==> src/rtl/stopwatch_pkg.sv <==
// Shared types and constants for the stopwatch timekeeping slice.
//   sw_state_e : control FSM states
//   bcd_t      : one BCD digit
//   BcdMax9/5  : digit roll-over limits
//   tick_div() : system clocks per 1/100 s tick
package stopwatch_pkg;

  typedef enum logic [1:0] {
    StIdle  = 2'd0,
    StRun   = 2'd1,
    StPause = 2'd2,
    StLap   = 2'd3
  } sw_state_e;

  typedef logic [3:0] bcd_t;

  localparam bcd_t BcdMax9 = 4'd9;
  localparam bcd_t BcdMax5 = 4'd5;

  localparam int unsigned NumDigits = 6;

  function automatic int unsigned tick_div(input int unsigned clk_hz);
    return clk_hz / 100;
  endfunction

endpackage

==> src/rtl/stopwatch_if.sv <==
// Control pulses and display/status outputs of the stopwatch core.
//   start_stop, lap, clear : single-cycle debounced pulses into the core
//   a..f                   : BCD digits cc(lo,hi) SS(lo,hi) MM(lo,hi)
//   running, lap_active    : state decode
//   overflow               : one-cycle pulse on 59:59.99 -> 00:00.00
interface stopwatch_if;
  import stopwatch_pkg::*;

  logic start_stop;
  logic lap;
  logic clear;
  bcd_t a;
  bcd_t b;
  bcd_t c;
  bcd_t d;
  bcd_t e;
  bcd_t f;
  logic running;
  logic lap_active;
  logic overflow;

  modport master (
    output start_stop, lap, clear,
    input  a, b, c, d, e, f, running, lap_active, overflow
  );

  modport slave (
    input  start_stop, lap, clear,
    output a, b, c, d, e, f, running, lap_active, overflow
  );

endinterface

==> src/rtl/bcd_digit_counter.sv <==
// One BCD digit that counts 0..MAX and wraps, with a ripple carry.
//   clk, rst_n : clock, synchronous active-low reset
//   clr        : synchronous zero (beats inc)
//   inc        : advance one step
//   q          : current digit
//   carry      : inc while at MAX (digit wraps this edge)
module bcd_digit_counter
  import stopwatch_pkg::*;
#(
  parameter bcd_t MAX = BcdMax9
) (
  input  logic clk,
  input  logic rst_n,
  input  logic clr,
  input  logic inc,
  output bcd_t q,
  output logic carry
);

  bcd_t cnt_q, cnt_d;

  always_comb begin
    cnt_d = cnt_q;
    if (clr) begin
      cnt_d = '0;
    end else if (inc) begin
      // >= keeps the digit in range even from a corrupted value
      cnt_d = (cnt_q >= MAX) ? '0 : cnt_q + 4'd1;
    end
  end

  always_ff @(posedge clk) begin
    if (!rst_n) cnt_q <= '0;
    else        cnt_q <= cnt_d;
  end

  assign q     = cnt_q;
  assign carry = inc && (cnt_q == MAX);

endmodule

==> src/rtl/stopwatch_core.sv <==
// Stopwatch timekeeping engine: 1/100 s prescaler, MM:SS.cc BCD chain,
// start/stop/lap/clear FSM and live/lap display mux.
//   clk, rst_n : system clock, synchronous active-low reset
//   sw         : stopwatch_if slave (pulses in, digits and status out)
module stopwatch_core
  import stopwatch_pkg::*;
#(
  parameter int unsigned CLK_HZ = 50_000_000
) (
  input  logic        clk,
  input  logic        rst_n,
  stopwatch_if.slave  sw
);

  localparam int unsigned Div = tick_div(CLK_HZ);
  localparam int unsigned PsW = (Div > 1) ? $clog2(Div) : 1;
  localparam logic [PsW-1:0] PsLast = PsW'(Div - 1);

  sw_state_e state_q, state_d;
  logic [PsW-1:0] presc_q, presc_d;
  bcd_t [NumDigits-1:0] live;
  bcd_t [NumDigits-1:0] lap_q, lap_d;
  bcd_t [NumDigits-1:0] disp;
  logic [NumDigits-1:0] carry;
  logic [NumDigits-1:0] inc;
  logic overflow_q, overflow_d;
  logic counting, tick, go_idle, take_lap;

  // FSM: state register
  always_ff @(posedge clk) begin
    if (!rst_n) state_q <= StIdle;
    else        state_q <= state_d;
  end

  // FSM: next state; start_stop beats lap beats clear
  always_comb begin
    state_d = state_q;
    unique case (state_q)
      StIdle:  if (sw.start_stop) state_d = StRun;
      StRun: begin
        if (sw.start_stop)  state_d = StPause;
        else if (sw.lap)    state_d = StLap;
      end
      StLap: begin
        if (sw.start_stop)  state_d = StPause;
        else if (sw.lap)    state_d = StRun;
      end
      StPause: begin
        if (sw.start_stop)  state_d = StRun;
        else if (sw.clear)  state_d = StIdle;
      end
      default: state_d = StIdle;
    endcase
  end

  // Datapath control, decoded from the current state so a tick and a
  // start_stop on the same edge both take effect.
  always_comb begin
    counting = (state_q == StRun) || (state_q == StLap);
    tick     = counting && (presc_q == PsLast);
    go_idle  = (state_q == StPause) && (state_d == StIdle);
    take_lap = (state_q == StRun) && (state_d == StLap);

    presc_d = presc_q;
    if (go_idle)       presc_d = '0;
    else if (tick)     presc_d = '0;
    else if (counting) presc_d = presc_q + PsW'(1);

    // snapshot is the pre-increment value when a tick lands on the lap edge
    lap_d      = take_lap ? live : lap_q;
    overflow_d = carry[NumDigits-1];
  end

  always_ff @(posedge clk) begin
    if (!rst_n) begin
      presc_q    <= '0;
      lap_q      <= '0;
      overflow_q <= 1'b0;
    end else begin
      presc_q    <= presc_d;
      lap_q      <= lap_d;
      overflow_q <= overflow_d;
    end
  end

  assign inc = {carry[NumDigits-2:0], tick};

  for (genvar i = 0; i < NumDigits; i++) begin : g_digit
    // digits 3 (seconds tens) and 5 (minutes tens) roll at 5
    localparam bcd_t Max = (i == 3 || i == 5) ? BcdMax5 : BcdMax9;
    bcd_digit_counter #(
      .MAX(Max)
    ) u_cnt (
      .clk   (clk),
      .rst_n (rst_n),
      .clr   (go_idle),
      .inc   (inc[i]),
      .q     (live[i]),
      .carry (carry[i])
    );
  end

  // FSM: outputs
  always_comb begin
    disp          = (state_q == StLap) ? lap_q : live;
    sw.a          = disp[0];
    sw.b          = disp[1];
    sw.c          = disp[2];
    sw.d          = disp[3];
    sw.e          = disp[4];
    sw.f          = disp[5];
    sw.running    = (state_q == StRun) || (state_q == StLap);
    sw.lap_active = (state_q == StLap);
    sw.overflow   = overflow_q;
  end

endmodule

==> src/flat_wrapper.sv <==
// flat-port wrapper written by rule: the top's interface ports become plain ports
module stopwatch_core_flat import stopwatch_pkg::*;
#(
  parameter int unsigned CLK_HZ = 50_000_000
)
  (clk, rst_n, sw_start_stop, sw_lap, sw_clear, sw_a, sw_b, sw_c, sw_d, sw_e, sw_f, sw_running, sw_lap_active, sw_overflow);
  stopwatch_if sw_i ();
  input  logic clk;
  input  logic rst_n;
  input wire logic [$bits(sw_i.start_stop)-1:0] sw_start_stop;
  input wire logic [$bits(sw_i.lap)-1:0] sw_lap;
  input wire logic [$bits(sw_i.clear)-1:0] sw_clear;
  output wire logic [$bits(sw_i.a)-1:0] sw_a;
  output wire logic [$bits(sw_i.b)-1:0] sw_b;
  output wire logic [$bits(sw_i.c)-1:0] sw_c;
  output wire logic [$bits(sw_i.d)-1:0] sw_d;
  output wire logic [$bits(sw_i.e)-1:0] sw_e;
  output wire logic [$bits(sw_i.f)-1:0] sw_f;
  output wire logic [$bits(sw_i.running)-1:0] sw_running;
  output wire logic [$bits(sw_i.lap_active)-1:0] sw_lap_active;
  output wire logic [$bits(sw_i.overflow)-1:0] sw_overflow;
  assign sw_i.start_stop = sw_start_stop;
  assign sw_i.lap = sw_lap;
  assign sw_i.clear = sw_clear;
  assign sw_a = sw_i.a;
  assign sw_b = sw_i.b;
  assign sw_c = sw_i.c;
  assign sw_d = sw_i.d;
  assign sw_e = sw_i.e;
  assign sw_f = sw_i.f;
  assign sw_running = sw_i.running;
  assign sw_lap_active = sw_i.lap_active;
  assign sw_overflow = sw_i.overflow;
  stopwatch_core #(.CLK_HZ(CLK_HZ)) u_core (.clk(clk), .rst_n(rst_n), .sw(sw_i));
endmodule
==> config.mk <==
export PLATFORM = sky130hd
export DESIGN_NAME = stopwatch_core_flat
export DESIGN_NICKNAME = d
export VERILOG_FILES = /design/src/rtl/stopwatch_pkg.sv /design/src/rtl/stopwatch_if.sv /design/src/rtl/bcd_digit_counter.sv /design/src/rtl/stopwatch_core.sv /design/src/flat_wrapper.sv
export SDC_FILE = /design/constraint.sdc
export NUM_CORES = 1
export LEC_CHECK = 0
export BUFFER_PORTS_ARGS = -buffer_cell sky130_fd_sc_hd__buf_4
export CAP_MARGIN = 20
export CORE_ASPECT_RATIO = 0.7
export CORE_MARGIN = 3
export CORE_UTILIZATION = 25
export CTS_BUF_LIST = sky130_fd_sc_hd__clkbuf_4 sky130_fd_sc_hd__clkbuf_8 sky130_fd_sc_hd__clkbuf_16
export CTS_CLUSTER_DIAMETER = 30
export DETAILED_ROUTE_END_ITERATION = 10
export GPL_ROUTABILITY_DRIVEN = 0
export PLACE_DENSITY = 0.48
export SLEW_MARGIN = 15
export SYNTH_ARGS = -nofsm -noshare
export SYNTH_HDL_FRONTEND = slang
export SYNTH_SLANG_ARGS = --single-unit
==> constraint.sdc <==
create_clock -name clk -period 3.5 [get_ports clk]
set_input_delay 0.35 -clock clk [delete_from_list [all_inputs] [get_ports clk]]
set_output_delay 0.35 -clock clk [all_outputs]
set_load 0.01 [all_outputs]
==> run metrics <==
final hold slack=just under 400 ps; Max Cap Viol=0; Die Y=107 um; Initial Util=0.258; antenna cell count=0; largest net degree at the start of global routing=30; relative slew slack=0.306; Post-Syn Nets=around 460; Routed wire per std cell=13.2 um; sequential share of power=0.457; Gate Count Post-Synth=approximately 440; clk_skew=between 6 and 7 ps; fin crit share=0.665; number of distinct library cells after synthesis=a little over 50; IO Port Bufs=31; hold crit path type=input port to flip-flop; synthesized area per cell=8.25 um^2; Slew @ Worst Pin=1040 ps; initial antenna violation count=0; Root Driver=clkbuf_16; LEAKAGE=1.53 nW; CTS sink cnt=70; DPL Wire Length=6020 um; Psw=between 0.0003 and 0.0004 W; Crit. End Element=output port; Vias/cell=4.48; VDD IR max=0.157 mV; min Tclk post-route=2330 ps; Pint=around 0.0014 W; RSZ-0062 raised after global routing=no; core area=0.0140 mm^2; first-pass GRT wire length=14,600 um; Synth Register Bits=70; layout cells sized above 1=0.156; largest area contributor in the synthesized netlist=dfxtp_1; 1st-pass router iterations=4; Initial DRC Count=238; setup TNS=0 ps; worst setup path category=flip-flop to output port; synth warn=0; row count=36; sequential area share after synthesis=0.388; area share of the largest cell type after synthesis=0.388; CTS tree=yes; Mapped Area=0.00361 mm^2; vias in the first global route=about 2,800; CP Data Arrival Time=1980 ps; P&R area growth vs syn=19.6%; setup bufs post-CTS=0; CTS Buf Count=9; total wire length=8690 um; hold buffers post-CTS=0; Max Slew Vio Count=0; via count=slightly below 3,000; Worst setup SP type=flip-flop; Reg clk slew, reported paths=around 50 ps; die width=about 150 um; Post-CTS Resized=0; I/O pin count=32; Routed Antenna Nets=0; fmax=430 MHz; Max clock buf depth=2; status=completed; worst-skew pair later-pin latency=330 ps; top cells by area, synth=dfxtp_1 39%, nand2_1 9.1%, ha_1 6.6%; Clock power frac=0.512; number of enable flip-flop cells after synthesis=0; ys async rst share=0; nets=488; Sw Share=0.212; CP required=around 3200 ps; drt drc=0; worst-path fanout max=25; Hold Fails Final Rpt=0; GR Util All Layers=0.114; combinational power share=0.031; H-tree depth=3; ys flop type=dfxtp_1; Setup-failing EPs final=0; Pwr Density=a little over 400 mW/mm^2; grt total ovfl=0; die area=between 0.015 and 0.02 mm^2
[power groups by stage]
stage / Clock, W / Combinational [W] / Sequential, W
6_report: 0.000905 / 0.0000549 / 0.000809
5_1_grt: 0.000966 / 0.0000628 / 0.000809
4_1_cts: 0.000930 / 0.0000566 / 0.000809
3_5_place_dp: 0 / 0.0000563 / 0.000826
3_3_place_gp: 0 / 0.0000558 / 0.000826
2_1_floorplan: 0 / 0.0000401 / 0.000822
[path summary, 6_finish.rpt]
check / endpoint / cells past startpoint / from / slack (ps)
setup / recovery: sw_a[1] / 6 / u_core.state_q[0] / 1170
hold reg to reg: u_core.lap_q[18] / 2 / u_core.lap_q[18] / 460
hold / removal: u_core.state_q[0] / 3 / sw_start_stop / 390
setup reg to reg: u_core.g_digit[4].u_cnt.q[0] / 5 / u_core.state_q[0] / 1290
[cell usage after synthesis, drive strengths merged, types with 2 or more instances]
cell type / n
mux2: 13
nand3: 11
and3: 3
nand3b: 8
nor4: 3
nand2b: 2
nor2b: 5
and2: 4
buf: 4
xnor2: 12
or4b: 3
nand4: 7
or2: 2
xor2: 7
or3: 5
dfxtp: 70
nand2: 89
and3b: 2
nor3: 6
mux2i: 2
a21oi: 16
ha: 19
a41oi: 2
nand4b: 3
clkbuf: 15
inv: 18
o21ai: 26
nor2: 42
a21boi: 26
[sequential cells by signal (all words and copies together) (netlist names)]
| register | count |
|---|---|
| u_core.g_digit.u_cnt.q | 24 |
| u_core.sw.overflow | 1 |
| u_core.state_q | 2 |
| u_core.lap_q | 24 |
| u_core.presc_q | 19 |
[metal layers]
layer | up-vias | track usage | routed length, um
li1 | 1532 | - | -
met1 | 1373 | 0.166 | 4680
met2 | 36 | 0.165 | 3570
met3 | 7 | 0.0334 | 346
met4 | 0 | 0.0313 | 94
met5 | - | 0 | 0
[critical path, stage by stage, from the launching register on]
cell and delay [ps]:
dfxtp_1 590, nand2_1 100, buf_4 230, inv_2 340
nand2_1 110, o21ai_0 110, buf_4 160
[through the flow]
| step | total power, W | area, um^2 | cells | setup slack [ps] | utilization |
|---|---|---|---|---|---|
| floorplan | 0.000862 | 3610 | 438 | 1630 | - |
| global placement | 0.000881 | 4030 | 643 | 1410 | 0.287 |
| detailed placement | 0.000882 | 4030 | 643 | 1310 | 0.287 |
| CTS | 0.00179 | 4320 | 658 | 1130 | 0.308 |
| global route | 0.00184 | 4320 | 658 | 983 | 0.308 |
| finish | 0.00177 | 4320 | 658 | 1170 | 0.308 |
[cell families (layout without fill, tap and decap cells)]
| family | after synthesis | after routing | synth area share |
|---|---|---|---|
| AND/OR/NAND/NOR | 202 | 202 | 0.282 |
| flip-flops | 70 | 70 | 0.388 |
| buffers and inverters | 37 | 67 | 0.0409 |
| XOR/XNOR | 19 | 19 | 0.0461 |
| multiplexers | 15 | 15 | 0.0461 |
| AO/OA/AOI/OAI | 76 | 76 | 0.131 |
| adder cells (fa/ha/maj) | 19 | 19 | 0.0658 |
[layout make-up]
class | instances | area [um^2]
Multi-Input combinational cell | 331 | 2060
Inverter | 18 | 67.6
Timing Repair Buffer | 34 | 255
Fill cell | 1487 | 9690
Clock buffer | 11 | 246
Tap cell | 190 | 238
Sequential cell | 70 | 1400
Clock inverter | 4 | 47.5
[layout by cell type, fill, tap and decap left out, types with 9 or more instances in the layout]
master     Yosys  routed
mux2_2        13      13
clkbuf_16      0       9
dfxtp_1       70      70
inv_1         17      17
nand3_1       10      10
a21oi_1       16      16
buf_4          0      34
a21boi_0      26      26
o21ai_0       26      26
nor2_1        41      41
ha_1          19      19
xnor2_1       12      12
nand2_1       88      88
No activity file was read; power rests on OpenSTA's default activity.
